`src/rtl/mult_if.sv`:
```
// mult_if: handshake and data bundle for the sequential signed multiplier.
//   mult     : start pulse, sampled on the rising clock edge
//   a, b     : 32-bit two's-complement multiplicand / multiplier
//   high     : product bits [63:32]
//   low      : product bits [31:0]
//   mult_end : one-cycle completion pulse
//   busy     : high while Booth iterations are pending
// The master modport is the requester (control unit or testbench) and
// the slave modport is the multiplier.
interface mult_if;
    logic        mult;
    logic [31:0] a;
    logic [31:0] b;
    logic [31:0] high;
    logic [31:0] low;
    logic        mult_end;
    logic        busy;

    modport master (
        output mult, a, b,
        input  high, low, mult_end, busy
    );

    modport slave (
        input  mult, a, b,
        output high, low, mult_end, busy
    );
endinterface

```
`src/rtl/mult.sv`:
```
// mult: sequential signed 32x32 multiplier, radix-2 Booth, one iteration
// per clock and 32 iterations per product.
// Ports:
//   clk   : clock, all state changes on the rising edge
//   reset : asynchronous active-low reset, clears every register
//   bus   : mult_if slave (mult, a, b in; high, low, mult_end, busy out)
// A start edge loads the operands. The 32nd following edge writes the
// product to high/low and pulses mult_end. A start during RUN abandons
// the running product and begins again. A start on the completion edge
// itself both completes the old product and begins the new one.
module mult (
    input  logic clk,
    input  logic reset,
    mult_if.slave bus
);

    typedef enum logic [0:0] {
        IDLE = 1'b0,
        RUN  = 1'b1
    } state_t;

    state_t      state_r, state_s;
    // acc and m are 33 bits so that subtracting m = -2^31 cannot overflow.
    logic [32:0] acc_r, acc_s;
    logic [32:0] m_r, m_s;
    logic [31:0] q_r, q_s;
    logic        q_m1_r, q_m1_s;
    logic [5:0]  cnt_r, cnt_s;
    logic [31:0] high_r, high_s;
    logic [31:0] low_r, low_s;
    logic        end_r, end_s;
    logic        busy_r, busy_s;
    logic        start_s;

    logic [32:0] sum_s;
    logic [32:0] step_acc_s;
    logic [31:0] step_q_s;
    logic        step_q_m1_s;

    // One Booth step: add, subtract or skip m, then shift {acc,q,q_m1} right arithmetically.
    always_comb begin
        sum_s = acc_r;
        case ({q_r[0], q_m1_r})
            2'b01:   sum_s = acc_r + m_r;
            2'b10:   sum_s = acc_r - m_r;
            default: sum_s = acc_r;
        endcase
        step_acc_s  = {sum_s[32], sum_s[32:1]};
        step_q_s    = {sum_s[0], q_r[31:1]};
        step_q_m1_s = q_r[0];
    end

    // Next-state and datapath control for the IDLE/RUN sequencer.
    always_comb begin
        state_s = state_r;
        acc_s   = acc_r;
        m_s     = m_r;
        q_s     = q_r;
        q_m1_s  = q_m1_r;
        cnt_s   = cnt_r;
        high_s  = high_r;
        low_s   = low_r;
        end_s   = 1'b0;
        busy_s  = busy_r;
        start_s = 1'b0;

        case (state_r)
            IDLE: begin
                busy_s = 1'b0;
                if (bus.mult) begin
                    start_s = 1'b1;
                end else begin
                    start_s = 1'b0;
                end
            end
            RUN: begin
                acc_s   = step_acc_s;
                q_s     = step_q_s;
                q_m1_s  = step_q_m1_s;
                cnt_s   = cnt_r - 6'd1;
                start_s = bus.mult;
                if (cnt_r == 6'd1) begin
                    // Final step: publish the shifted result in this same edge.
                    high_s  = step_acc_s[31:0];
                    low_s   = step_q_s;
                    end_s   = 1'b1;
                    busy_s  = 1'b0;
                    state_s = IDLE;
                end else begin
                    busy_s  = 1'b1;
                    state_s = RUN;
                end
            end
            default: begin
                busy_s  = 1'b0;
                state_s = IDLE;
            end
        endcase

        // A start overrides the step (restart) but not a completion on the same edge.
        if (start_s) begin
            acc_s   = 33'd0;
            q_s     = bus.b;
            q_m1_s  = 1'b0;
            m_s     = {bus.a[31], bus.a};
            cnt_s   = 6'd32;
            busy_s  = 1'b1;
            state_s = RUN;
        end else begin
            // keep the step/hold values chosen above
        end
    end

    // State and output registers, cleared asynchronously by reset.
    always_ff @(posedge clk or negedge reset) begin
        if (!reset) begin
            state_r <= IDLE;
            acc_r   <= 33'd0;
            m_r     <= 33'd0;
            q_r     <= 32'd0;
            q_m1_r  <= 1'b0;
            cnt_r   <= 6'd0;
            high_r  <= 32'd0;
            low_r   <= 32'd0;
            end_r   <= 1'b0;
            busy_r  <= 1'b0;
        end else begin
            state_r <= state_s;
            acc_r   <= acc_s;
            m_r     <= m_s;
            q_r     <= q_s;
            q_m1_r  <= q_m1_s;
            cnt_r   <= cnt_s;
            high_r  <= high_s;
            low_r   <= low_s;
            end_r   <= end_s;
            busy_r  <= busy_s;
        end
    end

    assign bus.high     = high_r;
    assign bus.low      = low_r;
    assign bus.mult_end = end_r;
    assign bus.busy     = busy_r;

endmodule

```
`src/flat_wrapper.sv`:
```
// flat-port wrapper written by rule: the top's interface ports become plain ports
module mult_flat 
  (clk, reset, bus_mult, bus_a, bus_b, bus_high, bus_low, bus_mult_end, bus_busy);
  mult_if bus_i ();
  input  logic clk;
  input  logic reset;
  input wire logic [$bits(bus_i.mult)-1:0] bus_mult;
  input wire logic [$bits(bus_i.a)-1:0] bus_a;
  input wire logic [$bits(bus_i.b)-1:0] bus_b;
  output wire logic [$bits(bus_i.high)-1:0] bus_high;
  output wire logic [$bits(bus_i.low)-1:0] bus_low;
  output wire logic [$bits(bus_i.mult_end)-1:0] bus_mult_end;
  output wire logic [$bits(bus_i.busy)-1:0] bus_busy;
  assign bus_i.mult = bus_mult;
  assign bus_i.a = bus_a;
  assign bus_i.b = bus_b;
  assign bus_high = bus_i.high;
  assign bus_low = bus_i.low;
  assign bus_mult_end = bus_i.mult_end;
  assign bus_busy = bus_i.busy;
  mult u_core (.clk(clk), .reset(reset), .bus(bus_i));
endmodule
```
`config.mk`:
```
export PLATFORM = sky130hd
export DESIGN_NAME = mult_flat
export DESIGN_NICKNAME = d
export VERILOG_FILES = /design/src/rtl/mult_if.sv /design/src/rtl/mult.sv /design/src/flat_wrapper.sv
export SDC_FILE = /design/constraint.sdc
export NUM_CORES = 1
export LEC_CHECK = 0
export BUFFER_PORTS_ARGS = -buffer_cell sky130_fd_sc_hd__buf_2
export CELL_PAD_IN_SITES_DETAIL_PLACEMENT = 2
export CELL_PAD_IN_SITES_GLOBAL_PLACEMENT = 2
export CORE_MARGIN = 5
export CORE_UTILIZATION = 38
export DETAILED_ROUTE_END_ITERATION = 16
export PLACE_DENSITY_LB_ADDON = 0.05
export SLEW_MARGIN = 20
export SYNTH_ARGS = -nofsm -noshare
export SYNTH_HDL_FRONTEND = slang
export SYNTH_SLANG_ARGS = --single-unit
```
`constraint.sdc`:
```
create_clock -name clk -period 5.75 [get_ports clk]
set_input_delay 1.15 -clock clk [delete_from_list [all_inputs] [get_ports clk]]
set_output_delay 1.15 -clock clk [all_outputs]
set_load 0.01 [all_outputs]
```
==> flow_summary.yaml <==
clocking:
  clkTransAtPathRegs_ns: 0.08
  ctsResizeCount: 0
  cts-root-buf: "clkbuf_16"
  cts_setup_buffers: 0
  cts_tree: "yes"
  postCtsHoldBufs: 0
  clkLatencyLatePin_ns: 0.44
  htreeDepth: 4
  numCtsBuffers: 17
  cts.path.max_buffers: 2
  clock_sinks: 169
synthesis:
  ys_seq_elements: 169
  ys.warnings.count: 0
  synth_fa_ha_area_share_pct: 5.14
  synthArstFlopShare_pct: 100
  syn_avg_cell_area_um2: 9.20
  syn-num-nets: 1099
  synthSimpleGateAreaFrac_pct: 16.5
  synth_compound_area_share_pct: 14.7
  synthCells: 995
  synth_mux_area_share_pct: 9.07
  synth_top_family_by_area: "simple AND/OR/NAND/NOR gates"
  synth-main-ff-cell: "dfrtp_1"
  synth_xor_xnor_area_share_pct: 5.55
  synth_cell_types: 50
  synth_edf_count: 0
  ys_seq_area_share_pct: 46.2
  netlist_area_um2: 9160
detailed_routing:
  finalWirelength_um: 27100
  via_per_inst: 5.26
  routedWlPerCell_um: 18.9
  dr.pass1.iters: 5
  drtIter0Drc: 327
  vias: 7549
  ant_nets: 0
  drc: 0
power_and_ir_drop:
  pwr-share-clk_pct: 22.6
  p_comb_share_pct: 42.7
  p_switching_mw: 2.17
  p_leak_nw: 5.36
  peakVddDrop_uv: 186
  sequentialPowerShare_pct: 34.7
  swShare_pct: 41.9
  intPower_mw: 3.01
  powerDensity_nw_per_um2: 484
sta:
  setup-violations-final: 0
  drv_slew: 0
  finalHoldViolCount: 0
  max_freq_ghz: 0.220
  finalCritPeriodShare_pct: 79.1
  fin_worst_skew_ns: 0.0125
  setup_tns_ns: 0
  timing.hold.ws_ns: 0.474
  worstMarginPinSlew_ns: 0.928
  slew_headroom_pct: 38.1
  rsz0062_at_grt: "false"
  fin_crit_ns: 4.55
job:
  drv_cap: 0
global_routing:
  antenna_found_initial: 4
  grt_max_degree: 89
  grt_pass1_vias: 8334
  grt_overflow_total: 0
  grt_usage_pct: 20.6
  grt_pass1_wl_um: 44900
setup_path:
  critical-path-slowest-cell: "nor3b_2"
  worstPathMaxFanout: 6
  crit_type: "register to register"
  start_kind: "register"
  worst-path-buf-inv: 0
  path_cells: "nor4_1 > nor3b_2 > nand3b_1 > nor4_2 > nor2_1 > xnor2_1 > ha_1 > a21o_1 > a21o_1 > a21o_1 > a21o_1 > a21oi_1 > o21ai_0 > a21o_1 > a21oi_1 > mux2i_1 > a311oi_1"
  crit_top_cell: "a21o_1"
  path_delay_family: "simple AND/OR/NAND/NOR gates"
  crit_required_ns: 6.02
  critPathMaxStageDelay_ns: 0.55
  end_kind: "register"
  arrival_ns: 4.82
min_path:
  hp-class: "register to register"
finish:
  multi_input_area_um2: 4670
  regArea_um2: 4230
  flow.area_growth_from_synthesis_pct: 16.9
  n_fill_cell: 2629
  final_area_um2: 10700
  layout-drive-gt1-share_pct: 19.5
  nets: 1207
floorplan:
  initial_core_util_pct: 38.8
  die_w_um: 165
  die_h_um: 165
  die-area_um2: 27300
  std_cell_rows: 56
  ios: 133
  coreArea_um2: 23600
place:
  place_congestion: 0.815
  hpwlAfterDp_um: 19400
  port_buffers: 132
  dpl_cell_area_um2: 10100
outcome:
  status: "finished clean"
==> power by group through the flow <==
stage / clock network [mW] / registers [mW] / logic, mW
4_1_cts: 1.20 / 1.80 / 2.25
6_report: 1.17 / 1.80 / 2.22
5_1_grt: 1.26 / 1.85 / 2.49
2_1_floorplan: 0 / 1.82 / 1.45
3_3_place_gp: 0 / 1.81 / 2.14
3_5_place_dp: 0 / 1.82 / 2.21
==> synthesized netlist by cell type (all sizes together) (2+ instances only) <==
library cell	n	share of area (%)
a211oi	27	2.2
a21o	14	1.2
a21oi	61	3.4
a311oi	3	0.29
a31oi	11	0.75
and2	2	0.14
and3	2	0.15
buf	6	0.25
clkbuf	46	1.9
dfrtp	169	46
ha	36	4.9
inv	16	0.66
mux2	32	3.9
mux2i	47	5.1
nand2	200	8.2
nand2b	4	0.27
nand3	6	0.38
nand3b	3	0.25
nand4	3	0.20
nor2	95	3.9
nor2b	12	0.82
nor3	16	0.87
nor3b	4	0.44
nor4	5	0.41
o211ai	3	0.25
o21a	4	0.33
o21ai	83	4.5
o21ba	2	0.22
o21bai	3	0.25
o311ai	2	0.27
o31a	6	0.59
o31ai	2	0.16
or3	5	0.34
xnor2	43	4.1
xor2	15	1.4
==> kinds of logic (layout without fill, tap and decap cells) <==
logic type | after synthesis | count (layout)
simple gates | 359 | 359
compound gates | 224 | 224
flops | 169 | 169
mux | 79 | 79
buf+inv | 69 | 190
xor+xnor | 58 | 58
fa+ha+maj | 37 | 37
other cells | 0 | 1
==> tightest hold or removal path: cells and delay by family (launching register included) <==
kind,cells,cell delay [ns]
flip-flops,1,0.34
AND/OR/NAND/NOR,2,0.10
==> worst paths after layout <==
kind,endpoint,cells past startpoint,slack (ns),from
setup / recovery,u_core.acc_r[30],17,1.20,u_core.m_r[7]
hold / removal,u_core.bus.low[19],2,0.47,u_core.bus.low[19]
setup reg to reg,u_core.acc_r[30],17,1.20,u_core.m_r[7]
hold reg to reg,u_core.bus.low[19],2,0.47,u_core.bus.low[19]
max in group asynchronous,u_core.bus.busy,2,3.76,reset
min in group asynchronous,u_core.m_r[6],1,0.73,reset
==> layout by cell type (no fill, tap or decap), types with 27 or more instances in the layout <==
cell      instances
a211oi_1         27
mux2_2           32
mux2i_1          47
buf_2           130
a21oi_1          60
dfrtp_1         168
xnor2_1          43
o21ai_0          83
nand2_1         200
ha_1             35
nor2_1           95
==> area by class of cell <==
type	count	area share [%]
repair buffers	141	6.88
clock inverters	15	1.62
clock buffers	17	3.97
multi-input cells	757	43.6
diodes	1	0.0234
flip-flops and latches	169	39.5
well taps	319	3.73
inverters	17	0.596
==> registers in the layout, summed over array words and instances, names as in the netlist <==
name                 flops
u_core.q_m1_r            1
u_core.bus.busy          1
u_core.bus.high         32
u_core.acc_r            32
u_core.q_r              32
u_core.bus.low          32
u_core.bus.mult_end      1
u_core.cnt_r             6
u_core.m_r              32
==> through the flow <==
stage | total power, mW | setup WS, ns | util [%] | std cells
2_1_floorplan | 3.27 | 1.81 | - | 995
3_3_place_gp | 3.94 | 1.33 | 42.8 | 1403
5_1_grt | 5.59 | 0.647 | 45.3 | 1435
6_report | 5.18 | 1.20 | 45.3 | 1436
3_5_place_dp | 4.03 | 1.18 | 42.8 | 1403
4_1_cts | 5.26 | 1.16 | 45.3 | 1435
==> layer usage <==
| metal | GRT usage [%] | wire, um | up-vias |
|---|---|---|---|
| met4 | 4.20 | 266 | 6 |
| met1 | 28.5 | 12900 | 3782 |
| li1 | - | - | 3637 |
| met2 | 34.2 | 13200 | 96 |
| met3 | 3.65 | 719 | 28 |
| met5 | 0 | 33 | - |
Power figures use the tool's default switching activity.
